## src/rtl/ballot_controller.sv

```systemverilog
// Purpose : voting-machine ballot FSM (IDLE/ARMED/COMMIT/LOCKED/REVIEW) with timeout, reject, tally and result scan.
// Latency : legal vote sampled at edge N -> vote_inc in cycle N+1 -> updated ballots from cycle N+2; all outputs registered.
// Backpres: none; button levels are sampled every cycle, LOCKED waits for all buttons released before re-opening.
module ballot_controller #(
    parameter int TIMEOUT_CYCLES = 200,
    parameter int SCAN_CYCLES    = 16
) (
    input  logic       clk,
    input  logic       rst_n,
    input  logic       mode,
    input  logic       arm,
    input  logic [3:0] valid_vote,
    output logic [3:0] vote_inc,
    output logic       ballot_ready,
    output logic       reject,
    output logic       timeout,
    output logic [1:0] rd_sel,
    output logic       rd_valid,
    output logic [7:0] ballots
);

    localparam logic [2:0] ST_IDLE   = 3'd0;
    localparam logic [2:0] ST_ARMED  = 3'd1;
    localparam logic [2:0] ST_COMMIT = 3'd2;
    localparam logic [2:0] ST_LOCKED = 3'd3;
    localparam logic [2:0] ST_REVIEW = 3'd4;

    // Terminal counts; both parameters are bounded to 16 bits.
    localparam logic [15:0] TMO_LAST  = 16'(TIMEOUT_CYCLES - 1);
    localparam logic [15:0] SCAN_LAST = 16'(SCAN_CYCLES - 1);

    logic [2:0]  state;
    logic [2:0]  state_nxt;
    logic [15:0] timer;
    logic [15:0] timer_nxt;
    logic [15:0] scan_cnt;
    logic [15:0] scan_nxt;
    logic [1:0]  sel_nxt;
    logic [3:0]  inc_nxt;
    logic        rej_nxt;
    logic        tmo_nxt;
    logic [7:0]  ballots_nxt;

    logic        vote_any;
    logic        vote_one;
    logic        vote_multi;

    // Classify the button pattern: none, exactly one (legal), or several (illegal).
    always_comb begin
        vote_any   = |valid_vote;
        vote_one   = vote_any && ((valid_vote & (valid_vote - 4'd1)) == 4'd0);
        vote_multi = vote_any && !vote_one;
    end

    // Next-state and next-output decisions for every registered signal.
    always_comb begin
        state_nxt   = state;
        timer_nxt   = timer;
        scan_nxt    = scan_cnt;
        sel_nxt     = rd_sel;
        inc_nxt     = 4'd0;
        rej_nxt     = 1'b0;
        tmo_nxt     = 1'b0;
        ballots_nxt = ballots;

        case (state)
            ST_IDLE: begin
                // A button press with no ballot open is always flagged.
                rej_nxt = vote_any;
                if (mode) begin
                    state_nxt = ST_REVIEW;
                    scan_nxt  = 16'd0;
                    sel_nxt   = 2'd0;
                end else if (arm) begin
                    state_nxt = ST_ARMED;
                    timer_nxt = 16'd0;
                end
            end

            ST_ARMED: begin
                // Review request abandons the ballot outright, ahead of any vote.
                if (mode) begin
                    state_nxt = ST_REVIEW;
                    scan_nxt  = 16'd0;
                    sel_nxt   = 2'd0;
                end else if (vote_one) begin
                    // A legal vote wins even on the expiry cycle.
                    state_nxt = ST_COMMIT;
                    inc_nxt   = valid_vote;
                end else begin
                    rej_nxt = vote_multi;
                    if (timer == TMO_LAST) begin
                        tmo_nxt   = 1'b1;
                        state_nxt = ST_IDLE;
                        timer_nxt = 16'd0;
                    end else begin
                        timer_nxt = timer + 16'd1;
                    end
                end
            end

            ST_COMMIT: begin
                state_nxt = ST_LOCKED;
                if (ballots != 8'hFF) begin
                    ballots_nxt = ballots + 8'd1;
                end
            end

            ST_LOCKED: begin
                // Hold until the voter lets go of every button.
                if (valid_vote == 4'd0) begin
                    state_nxt = ST_IDLE;
                end
            end

            ST_REVIEW: begin
                if (!mode) begin
                    state_nxt = ST_IDLE;
                    scan_nxt  = 16'd0;
                    sel_nxt   = 2'd0;
                end else if (scan_cnt == SCAN_LAST) begin
                    scan_nxt = 16'd0;
                    sel_nxt  = rd_sel + 2'd1;
                end else begin
                    scan_nxt = scan_cnt + 16'd1;
                end
            end

            default: begin
                state_nxt = ST_IDLE;
                timer_nxt = 16'd0;
                scan_nxt  = 16'd0;
                sel_nxt   = 2'd0;
            end
        endcase
    end

    // State, counters and all outputs are registered; reset clears everything at once.
    always_ff @(posedge clk or negedge rst_n) begin
        if (!rst_n) begin
            state        <= ST_IDLE;
            timer        <= 16'd0;
            scan_cnt     <= 16'd0;
            vote_inc     <= 4'd0;
            ballot_ready <= 1'b0;
            reject       <= 1'b0;
            timeout      <= 1'b0;
            rd_sel       <= 2'd0;
            rd_valid     <= 1'b0;
            ballots      <= 8'd0;
        end else begin
            state        <= state_nxt;
            timer        <= timer_nxt;
            scan_cnt     <= scan_nxt;
            vote_inc     <= inc_nxt;
            ballot_ready <= (state_nxt == ST_ARMED);
            reject       <= rej_nxt;
            timeout      <= tmo_nxt;
            rd_sel       <= sel_nxt;
            rd_valid     <= (state_nxt == ST_REVIEW);
            ballots      <= ballots_nxt;
        end
    end

endmodule

```

## config.mk

```make
export PLATFORM = sky130hd
export DESIGN_NAME = ballot_controller
export DESIGN_NICKNAME = d
export VERILOG_FILES = /design/src/rtl/ballot_controller.sv
export SDC_FILE = /design/constraint.sdc
export NUM_CORES = 1
export LEC_CHECK = 0
export CORE_UTILIZATION = 41
export DETAILED_ROUTE_END_ITERATION = 10
export GPL_TIMING_DRIVEN = 0
export SKIP_CTS_REPAIR_TIMING = 1
export SYNTH_ARGS = -nofsm -noshare
export SYNTH_HDL_FRONTEND = slang
export SYNTH_SLANG_ARGS = --single-unit
```

## constraint.sdc

```tcl
create_clock -name clk -period 1.95 [get_ports clk]
set_clock_uncertainty 0.2 [all_clocks]
set_input_delay 0.2925 -clock clk [delete_from_list [all_inputs] [get_ports clk]]
set_output_delay 0.2925 -clock clk [all_outputs]
set_load 0.01 [all_outputs]
```

==> flow_summary.json <==
{
  "rows": 29,
  "switching_share": 0.277,
  "finalCriticalPeriod_ps": 2090,
  "cts.sinks": 53,
  "yosysWarningCount": 0,
  "syn_avg_cell_area_um2": 9.63,
  "cpPeakStageDelay_ps": 460,
  "drt_first_pass_iters": 4,
  "r2r_start": "timer[0]",
  "worst_path_max_delay_cell": "dfrtp_2",
  "final-max-slew-violation-count": 0,
  "comb_power_share": 0.172,
  "crit_required_ps": 1970,
  "synthTopCellsByArea": "dfrtp_1 (49%), o21ai_0 (4.6%), nor2_1 (4.3%), xnor2_1 (3.8%), nand3_1 (3.5%)",
  "cts_buffer_depth": 2,
  "tightest_slew_ps": 596,
  "ys_ff_latch": 53,
  "timing.final.crit_share": 1.07,
  "power_density_nw_per_um2": 644,
  "routedWlPerCell_um": 15.4,
  "drv_cap": 0,
  "clock_latency_ps": 310,
  "grt.overflow.total": 0,
  "p_leak_uw": 0.00143,
  "switching_power_uw": 611,
  "die_y_um": 83.7,
  "grt_pass1_vias": 2001,
  "total_power_uw": 2200,
  "layout_common_cells": "dfrtp_1 (47), nor2_1 (29), clkdlybuf4s50_1 (19), nand3_1 (17)",
  "start_util": 0.428,
  "io_buffers": 22,
  "syn_nets": 295,
  "grt_pass1_wl_um": 9850,
  "final_common_cell": "dfrtp_1",
  "postRouteWirelength_um": 6160,
  "yosysSeqAreaShare": 0.485,
  "synth_top_cell_area_share": 0.485,
  "diodes": 0,
  "cts-root-buf": "clkbuf_8",
  "whs_ps": 41.8,
  "hold_path_class": "primary input to flip-flop",
  "path_class": "flip-flop to flip-flop",
  "setup_slack_ps": -141,
  "area_growth_pct": 25.3,
  "synth_cell_types": 39,
  "hp-start": "valid_vote[3]",
  "violations": "negative setup slack",
  "vias": 2288,
  "fin_nets": 334,
  "hold_viol": 0,
  "rsz0062_at_grt": "yes",
  "drtIter0Drc": 108,
  "fmax_mhz": 478,
  "start_kind": "flip-flop",
  "synth_area_leader_cell": "dfrtp_1",
  "grt.total_usage": 0.171,
  "cts_tree": "yes",
  "core_um2": 6390,
  "drc": 0,
  "gp_congestion": 0.807,
  "slew_headroom": 0.603,
  "postSynthCellCount": 284,
  "path_max_fanout": 8,
  "numCtsBuffers": 5,
  "drive_gt1_frac": 0.195,
  "clk_pin_slew_ps": 100,
  "cp-startpoint": "timer[0]",
  "antenna_found_initial": 0,
  "dp_hpwl_um": 4040,
  "pwr-share-seq": 0.550,
  "fin_cells": 400,
  "grt_max_degree": 32,
  "viasPerCell": 5.72,
  "critPathArrivalTime_ps": 2110,
  "worstPathCellList": "ha_4 > and4b_1 > and4_4 > nor4_4 > buf_6 > buf_8 > nand4_1 > mux2i_1",
  "p_int_uw": 1590,
  "fill_cells": 577,
  "end_kind": "flip-flop",
  "die_x_um": 83.7,
  "status": "complete, but fails checks",
  "utilization": 0.536,
  "place_inst": 384,
  "io_pins": 26,
  "clock_power_share": 0.279,
  "dieArea_um2": 7000,
  "cts_htree_levels": 2,
  "setup_viol": 15,
  "finalSetupTns_ps": -855,
  "syn_area_um2": 2730,
  "drtAntennaViolNets": 0,
  "vdd_drop_max_mv": 0.437
}
-- layer usage --
layer / global-route usage / up-vias / part of all wire / routed length (um)
met5: 0 / - / 0 / 0
met1: 0.246 / 1140 / 0.49 / 3010
met2: 0.271 / 32 / 0.48 / 2970
met4: 0.0370 / 0 / 0.0081 / 50
met3: 0.0307 / 5 / 0.022 / 133
li1: - / 1111 / - / -
-- power by group through the flow --
stage / clock network [uW] / registers (uW) / logic, uW
2_1_floorplan: 0 / 1230 / 166
3_3_place_gp: 0 / 1210 / 322
3_5_place_dp: 0 / 1220 / 336
4_1_cts: 630 / 1190 / 338
5_1_grt: 677 / 1220 / 419
6_report: 614 / 1210 / 378
-- registers in the layout, indices dropped and copies added (netlist names) --
register      count
scan_cnt         16
timer            16
ballots           8
vote_inc          4
state             3
rd_sel            2
ballot_ready      1
rd_valid          1
reject            1
timeout           1
-- cells in the mapped netlist --
cell and count:
o22a_1 1, nor4_4 2, a21oi_1 9, buf_6 2
o211a_1 2, a22o_1 3, inv_1 9, maj3_1 1
o21ai_1 2, a21o_1 3, and3_1 5, o21ai_0 25
nand3b_1 1, xnor2_1 12, a211o_1 2, xor2_1 9
nor4_1 7, nor4b_1 4, nor4bb_1 1, or2_2 2
and4b_1 1, nand2_1 14, nor2_1 31, a311oi_1 6
mux2i_1 1, or4_1 1, and2_1 6, clkbuf_1 8
nand2b_1 1, nand3_1 19, nor3_1 12, mux2_2 3
or3_1 2, nor3b_1 3, and4_1 2, nand4_1 14
buf_2 2, dfrtp_1 53, ha_1 3
-- worst max-delay path: cells and delay by family (launching register included) --
family,cells,cell delay (ps)
and+or+nand+nor,4,670
DFF,1,460
buffers and inverters,2,300
adders and majority gates,1,190
muxes,1,170
-- logic make-up after synthesis --
group	synth area share
AOI/OAI and AO/OA	0.120
xor gates and xnor gates	0.0673
adders and majority gates	0.0174
buffers and inverters	0.0352
DFF	0.485
muxes	0.0160
and+or+nand+nor	0.259
-- through the flow --
step / setup WS (ps) / instance area [um^2]
6_report: -141 / 3420
3_5_place_dp: -717 / 3070
5_1_grt: -216 / 3420
3_3_place_gp: -1260 / 3060
4_1_cts: -517 / 3150
2_1_floorplan: -31.6 / 2740
-- final timing paths --
check,endpoint,slack (ps),depth (start not counted)
min in group asynchronous,ballots[3],290,2
hold reg to reg,ballots[7],310,1
setup / recovery,timer[15],-140,8
setup reg to reg,timer[15],-140,8
hold / removal,vote_inc[3],40,2
max in group asynchronous,timer[8],680,3
-- final cells by class --
| cell class | instances | area [um^2] | share of cell area |
|---|---|---|---|
| multi-input cells | 210 | 1450 | 0.422 |
| repair buffers | 36 | 369 | 0.108 |
| clock buffers | 6 | 72.6 | 0.0212 |
| well taps | 77 | 96.3 | 0.0281 |
| plain buffers | 8 | 65.1 | 0.0190 |
| inverters | 9 | 33.8 | 0.00986 |
| clock inverters | 1 | 8.76 | 0.00256 |
| flip-flops and latches | 53 | 1330 | 0.389 |
Power figures use the tool's default switching activity.
